==> src/rtl/receiver_data_arbiter_pkg.sv <==
// Shared widths and record layout for decoded receiver words.
// Also used by single_receiver_manager and the downstream solver interface.
package receiver_data_arbiter_pkg;

  localparam int unsigned SENSOR_DATA_W = 17;
  localparam int unsigned SENSOR_TS_W   = 24;
  localparam int unsigned SENSOR_ID_W   = 2;

  // One merged word as seen by the solver side
  typedef struct packed {
    logic [SENSOR_ID_W-1:0]   id;
    logic [SENSOR_DATA_W-1:0] data;
    logic [SENSOR_TS_W-1:0]   ts;
  } sensor_record_t;

  localparam int unsigned SENSOR_RECORD_W = $bits(sensor_record_t);

endpackage

==> src/rtl/receiver_data_arbiter_rr_picker.sv <==
// Combinational round-robin picker: first request at or after the pointer, wrapping.
module rr_picker #(
  parameter int unsigned N    = 4,
  parameter int unsigned ID_W = 2
) (
  input  logic [N-1:0]    req,
  input  logic [ID_W-1:0] ptr,
  output logic [N-1:0]    grant,
  output logic [ID_W-1:0] idx,
  output logic            any_grant
);

  always_comb begin
    int unsigned cand;
    grant     = '0;
    idx       = '0;
    any_grant = 1'b0;
    cand      = 0;
    for (int unsigned k = 0; k < N; k++) begin
      // Explicit wrap so unused pointer codes are never produced
      cand = 32'(ptr) + k;
      if (cand >= N) cand = cand - N;
      if (!any_grant && req[cand]) begin
        any_grant   = 1'b1;
        idx         = ID_W'(cand);
        grant[cand] = 1'b1;
      end
    end
  end

endmodule

==> src/rtl/receiver_data_arbiter.sv <==
// Merges N receiver data streams through one-entry slots and a round-robin picker
// into a single registered valid/ready output, with per-receiver drop accounting.
module receiver_data_arbiter
  import receiver_data_arbiter_pkg::*;
#(
  parameter int unsigned N_SENSORS = 4,
  parameter int unsigned DATA_W    = SENSOR_DATA_W,
  parameter int unsigned TS_W      = SENSOR_TS_W,
  parameter int unsigned ID_W      = SENSOR_ID_W,
  parameter int unsigned DROP_W    = 8
) (
  input  logic                          clk_96MHz,
  input  logic                          reset,
  input  logic [N_SENSORS-1:0]          data_availible,
  input  logic [N_SENSORS*DATA_W-1:0]   decoded_data,
  input  logic [N_SENSORS*TS_W-1:0]     timestamp_last_data,
  output logic                          out_valid,
  input  logic                          out_ready,
  output logic [ID_W-1:0]               out_sensor_id,
  output logic [DATA_W-1:0]             out_data,
  output logic [TS_W-1:0]               out_timestamp,
  output logic [N_SENSORS-1:0]          drop_sticky,
  output logic [N_SENSORS*DROP_W-1:0]   drop_count
);

  logic [N_SENSORS-1:0]             slot_full;
  logic [DATA_W-1:0]                slot_data [N_SENSORS];
  logic [TS_W-1:0]                  slot_ts   [N_SENSORS];
  logic [N_SENSORS-1:0][DROP_W-1:0] drop_cnt;
  logic [ID_W-1:0]                  rr_ptr;

  logic [N_SENSORS-1:0] pick_onehot_c;
  logic [ID_W-1:0]      pick_idx_c;
  logic                 pick_any_c;
  logic                 out_free_c;
  logic                 grant_en_c;
  logic [N_SENSORS-1:0] grant_c;

  rr_picker #(
    .N    (N_SENSORS),
    .ID_W (ID_W)
  ) u_rr_picker (
    .req       (slot_full),
    .ptr       (rr_ptr),
    .grant     (pick_onehot_c),
    .idx       (pick_idx_c),
    .any_grant (pick_any_c)
  );

  assign out_free_c = !out_valid || out_ready;
  assign grant_en_c = out_free_c && pick_any_c;
  assign grant_c    = grant_en_c ? pick_onehot_c : '0;
  assign drop_count = drop_cnt;

  // Slot capture/drain and drop accounting
  always_ff @(posedge clk_96MHz) begin
    if (reset) begin
      slot_full   <= '0;
      drop_sticky <= '0;
      drop_cnt    <= '0;
      for (int unsigned i = 0; i < N_SENSORS; i++) begin
        slot_data[i] <= '0;
        slot_ts[i]   <= '0;
      end
    end else begin
      for (int unsigned i = 0; i < N_SENSORS; i++) begin
        if (data_availible[i]) begin
          // A slot being granted this cycle can take the new word without loss
          if (!slot_full[i] || grant_c[i]) begin
            slot_full[i] <= 1'b1;
            slot_data[i] <= decoded_data[i*DATA_W +: DATA_W];
            slot_ts[i]   <= timestamp_last_data[i*TS_W +: TS_W];
          end else begin
            drop_sticky[i] <= 1'b1;
            if (drop_cnt[i] != {DROP_W{1'b1}}) drop_cnt[i] <= drop_cnt[i] + DROP_W'(1);
          end
        end else if (grant_c[i]) begin
          slot_full[i] <= 1'b0;
        end
      end
    end
  end

  // Output register and round-robin pointer
  always_ff @(posedge clk_96MHz) begin
    if (reset) begin
      out_valid     <= 1'b0;
      out_sensor_id <= '0;
      out_data      <= '0;
      out_timestamp <= '0;
      rr_ptr        <= '0;
    end else if (grant_en_c) begin
      out_valid     <= 1'b1;
      out_sensor_id <= pick_idx_c;
      out_data      <= slot_data[pick_idx_c];
      out_timestamp <= slot_ts[pick_idx_c];
      rr_ptr        <= (pick_idx_c == ID_W'(N_SENSORS - 1)) ? '0 : pick_idx_c + ID_W'(1);
    end else if (out_ready) begin
      out_valid <= 1'b0;
    end
  end

endmodule

==> config.mk <==
export PLATFORM = sky130hd
export DESIGN_NAME = receiver_data_arbiter
export DESIGN_NICKNAME = d
export VERILOG_FILES = /design/src/rtl/receiver_data_arbiter_pkg.sv /design/src/rtl/receiver_data_arbiter_rr_picker.sv /design/src/rtl/receiver_data_arbiter.sv
export SDC_FILE = /design/constraint.sdc
export NUM_CORES = 1
export LEC_CHECK = 0
export ABC_AREA = 1
export BUFFER_PORTS_ARGS = -buffer_cell sky130_fd_sc_hd__clkbuf_2
export CORE_MARGIN = 2
export CORE_UTILIZATION = 46
export CTS_BUF_LIST = sky130_fd_sc_hd__clkbuf_2 sky130_fd_sc_hd__clkbuf_4 sky130_fd_sc_hd__clkbuf_8
export DETAILED_ROUTE_END_ITERATION = 12
export PLACE_DENSITY = 0.69
export SKIP_CTS_REPAIR_TIMING = 1
export SLEW_MARGIN = 10
export SYNTH_ARGS = -nofsm -noshare
export SYNTH_HDL_FRONTEND = slang
export SYNTH_SLANG_ARGS = --single-unit
==> constraint.sdc <==
create_clock -name clk_96MHz -period 8.3 [get_ports clk_96MHz]
set_clock_uncertainty 0.2 [all_clocks]
set_input_delay 1.66 -clock clk_96MHz [delete_from_list [all_inputs] [get_ports clk_96MHz]]
set_output_delay 1.66 -clock clk_96MHz [all_outputs]
set_load 0.05 [all_outputs]
## Word-level counts from Yosys, hierarchy flattened

Memory sizes are Yosys's and may differ from the RTL's. A register that Yosys moved wholly into a read port is not among the register bits.
Cells that the tools add are included.

| operators by class | value |
|---|---|
| add/subtract/negate cells | 12 |
| $lt $le $gt $ge | 12 |
| eq/ne operators | 9 |
| mux-type cells | 74 |
| bitwise operators | 15 |
| reductions and logical operators | 38 |

Operator list:

| operator | number |
|---|---|
| $ge 32x1->1 const B | 4 |
| $lt 32x3->1 const B | 4 |
| $mux 32 | 4 |
| $ge 32x3->1 const B | 3 |
| $mux 24 | 4 |
| $sub 32x3->32 const B | 3 |
| $mux 17 | 4 |
| $mux 1 | 44 |
| $add 8x1->8 const B | 4 |
| $ne 8x8->1 const B | 4 |
| $mux 4 | 5 |
| $reduce_and 2->1 | 8 |
| $or 4x4->4 | 3 |
| $reduce_and 3->1 | 4 |
| $mux 2 | 5 |
| $reduce_bool 2->1 | 5 |
| $bmux 1 s2 | 4 |
| $demux 1 s2 | 4 |
| $logic_and 1x1->1 | 8 |
| $logic_not 1->1 | 8 |
| $ne 2x1->1 const B | 4 |
| $or 1x1->1 | 8 |
| $add 2x2->3 const B | 2 |
| $logic_or 1x1->1 | 5 |
| 6 further kinds | 9 |

| word-level totals | value |
|---|---|
| flip-flop bits (word level) | 45 |
| bits in writable memories | 164 |
| bits of input ports | 171 |
| output and inout port bits | 80 |
| word-level logic and storage cells | 177 |
| memories kept | 2 |

Memory list:

| name | depth | bits a word | read ports | clocked after Yosys merged registers in | write ports | RTL line | RTL |
|---|---|---|---|---|---|---|---|
| slot_ts | 4 | 24 | 1 | 1 | 4 | receiver_data_arbiter.sv:28 | `logic [TS_W-1:0] slot_ts [N_SENSORS];` |
| slot_data | 4 | 17 | 1 | 1 | 4 | receiver_data_arbiter.sv:27 | `logic [DATA_W-1:0] slot_data [N_SENSORS];` |

## Longest topological paths before layout

| logic depth | value |
|---|---|
| depth in word-level cells | 22 |
| depth in mapped cells | 18 |
| mapped depth without buffers | 16 |

## Hierarchy

From an unflattened synthesis, not the netlist that was laid out.

| second synthesis, totals | value |
|---|---|
| cells, all modules | 1404 |
| area, all modules | 11683.7 um^2 |

By module, submodules not included:

| module | times used | cells each | area each (um^2) | seq. area each (um^2) |
|---|---|---|---|---|
| receiver_data_arbiter | 1 | 1327 | 11223.3 | 6646.4 |
| rr_picker | 1 | 77 | 460.4 | 0.0 |

## Worst setup path before layout

No wires, ideal clock.

| path | value |
|---|---|
| path type | input to register |
| start point | in out_ready |
| end point | mem slot_data[0][0] in the netlist's numbering, enable pin |
| setup time | 496 ps |
| data arrival time | 5059 ps |
| required time | 7604 ps |
| path slack | 2545 ps |
| cell stages on the path | 7 |
| buffers on the path | 1 |
| path through | nor2_1 inv_1 nand2_2 inv_2 buf_6 a21oi_4 o21ai_0 |

RTL lines:

| what | RTL line | RTL |
|---|---|---|
| start, declared | receiver_data_arbiter.sv:18 | `input logic out_ready,` |
| end, declared | receiver_data_arbiter.sv:27 |  |

==> impl_metrics.py <==
metrics = {
    "run_status": {
        "outcome": "completed",
    },
    "setup_path": {
        "start_kind": "flip-flop",
        "cp_max_fo": 41,
        "worstReg2RegStart": "rr_ptr[0]",
        "path_cells": "inv_4 -> ha_1 -> inv_1 -> nand2_2 -> nand2_2 -> nand3b_4 -> nand2_2 -> inv_2 -> a21oi_4 -> inv_1 -> nand3_2 -> nor2_1",
        "cp-startpoint": "rr_ptr[0]",
        "cp_slowest_cell": "inv_2",
        "crit_path_end_kind": "flip-flop",
        "cp.required_ns": 8.47,
        "worst_path_largest_cell_delay_ns": 0.76,
        "critPathBufInv": 4,
        "r2r_cells": 12,
        "path_depth": 12,
        "crit_path_end": "slot_data[2][8]",
        "cp_common_cell": "nand2_2",
        "cp.arrival_ns": 4.82,
        "rrSetupSlack_ns": 3.65,
        "critPathTopFamily": "simple AND/OR/NAND/NOR gates",
        "worst-setup-path-type": "flip-flop to flip-flop",
        "rr_endpoint": "slot_data[2][8]",
    },
    "finish": {
        "fin_cells": 2053,
        "drive_gt1_frac": 0.227,
        "diodes": 0,
        "nets": 1864,
        "nFillCells": 2391,
        "final_core_util": 0.552,
        "syn2layout_area_growth_pct": 17.6,
    },
    "sta": {
        "tns_ns": 0,
        "period_share": 0.561,
        "timing.hold.ws_ns": 0.278,
        "setup_ws_ns": 3.65,
        "tightest_slew_ns": 1.10,
        "fin_crit_ns": 4.65,
        "setup_violations": 0,
        "relSlewSlack": 0.266,
        "grt_setup_unrepaired": "false",
        "hold_violations": 0,
        "drv_slew": 0,
        "fmax_mhz": 215,
    },
    "synth": {
        "synth_top_area_frac": 0.403,
        "synth-edff-count": 164,
        "seq_area_frac_synth": 0.544,
        "synth_area_leaders": "edfxtp_1 40%, dfxtp_1 14%, inv_1 9.1%",
        "synthCells": 1445,
        "synth_nets": 1625,
        "yosysWarningCount": 0,
        "synth_area_um2": 12200,
        "yosysMostFrequentCell": "inv_1",
        "ys_ff_latch": 250,
        "synthArstFlopShare": 0,
        "synthFlopType": "edfxtp_1",
        "synth_common_cells": "296 x inv_1, 280 x nand2_1, 232 x nor2_1, 164 x edfxtp_1, 118 x nand3_1",
        "synth.avg_cell_area_um2": 8.46,
        "synth_top_area_cell": "edfxtp_1",
        "ys_types": 39,
    },
    "cts": {
        "cts_max_path_buffers": 3,
        "root_buffer": "clkbuf_8",
        "cts_tree": "yes",
        "insertion_delay_ns": 0.55,
        "h-tree-depth": 2,
        "clkTransAtPathRegs_ns": 0.06,
        "cts_sinks": 250,
        "cts-buffers-inserted": 43,
    },
    "floorplanning": {
        "die_h_um": 167,
        "num_rows": 59,
        "io_pins": 251,
        "die_area_um2": 27900,
        "die_x_um": 167,
        "start_util": 0.469,
        "fp.coreArea_um2": 26100,
    },
    "routing": {
        "wl_um": 31200,
        "wl_per_cell_um": 15.2,
        "drt-pass1-iter-count": 6,
        "ant_nets": 0,
        "avgViaCountPerCell": 4.75,
        "vias": 9749,
        "drc": 0,
        "drt_iter0_drc": 789,
    },
    "grt": {
        "antenna_found_initial": 0,
        "grt_overflow": 0,
        "grt_pass1_wl_um": 48500,
        "grt_max_degree": 80,
        "grt_pass1_vias": 9115,
        "track_usage": 0.220,
    },
    "power_and_ir_drop": {
        "p_leak_uw": 0.00736,
        "powerDensity_nw_per_um2": 342,
        "ir_worst_vdd_v": 0.000183,
    },
    "placed_design": {
        "place_ws_ns": 3.35,
        "place.gp.congestion": 0.913,
        "hpwlAfterDp_um": 21900,
        "dp.cells": 1974,
        "port_buffers": 250,
    },
    "worst_hold_path": {
        "min_path_type": "flip-flop to flip-flop",
    },
    "flow_run": {
        "drv_cap": 0,
    },
}
## metal layers
layer | up-vias | global-route usage | wire length, um
li1 | 4963 | - | -
met1 | 4362 | 0.318 | 14300
met2 | 367 | 0.336 | 13900
met3 | 57 | 0.0375 | 2250
met4 | 0 | 0.0757 | 784
met5 | - | 0 | 0
## report_power, final
part	internal [uW]	switching, uW	total [uW]
Clock	574	496	1070
Sequential	1560	97.7	1660
Combinational	580	1620	2200
## registers in the layout, summed over array words and instances (netlist names)
name           flops
slot_full          4
rr_ptr             2
out_timestamp     24
drop_count        32
out_sensor_id      2
drop_sticky        4
out_valid          1
slot_data         68
slot_ts           96
out_data          17
## worst register-to-register path, stage by stage (launching register included)
cell and delay (ns):
dfxtp_1 0.60, inv_4 0.11, ha_1 0.39, inv_1 0.13, nand2_2 0.11, nand2_2 0.14, nand3b_4 0.18, nand2_2 0.40
inv_2 0.77, a21oi_4 0.22, inv_1 0.15, nand3_2 0.72, nor2_1 0.35
## cells by family (layout without fill, tap and decap cells)
family	count (synthesis)	after routing	share of synthesized area
compound gates	76	76	0.0395
fa+ha+maj	9	9	0.00921
buf+inv	365	638	0.128
simple gates	722	722	0.263
flops	250	250	0.544
xor+xnor	23	23	0.0165
## worst min path at each step
stage / start / to / slack, ns / cells past startpoint
final: slot_ts[2][11] / out_timestamp[11] / 0.28 / 2
after global routing: slot_ts[2][11] / out_timestamp[11] / 0.30 / 2
after CTS: drop_sticky[2] / drop_sticky[2] / 0.28 / 1
after detailed placement: drop_sticky[2] / drop_sticky[2] / 0.26 / 1
after global placement: drop_sticky[2] / drop_sticky[2] / 0.25 / 1
after floorplan: slot_data[2][0] / out_data[0] / 0.24 / 2
## area by class of cell
type                    count  area (um^2)  area share
flip-flops and latches    250         6650       0.462
well taps                 335          419      0.0292
multi-input cells         830         4060       0.282
inverters                 303         1140      0.0793
clock inverters            17         75.1     0.00522
repair buffers            256         1300      0.0902
clock buffers              62          741      0.0515
## stage by stage
stage          total power [uW]  cell area (um^2)
2_1_floorplan              3360             12200
3_3_place_gp               3850             13600
3_5_place_dp               3880             13600
4_1_cts                    4960             14400
5_1_grt                    5270             14400
6_report                   4920             14400
## cells in the final DEF (no fill, tap or decap), types with 10 or more instances in the layout
master,count
inv_1,295
nand2_1,279
clkbuf_2,250
nor2_1,232
edfxtp_1,164
nand3_1,118
dfxtp_1,86
a21oi_1,45
clkbuf_8,44
nand4_1,30
clkbuf_4,18
clkinv_1,13
xnor2_1,12
nor2_2,11
xor2_1,11
nand2_2,10
or2_2,10
Power figures use the tool's default switching activity.
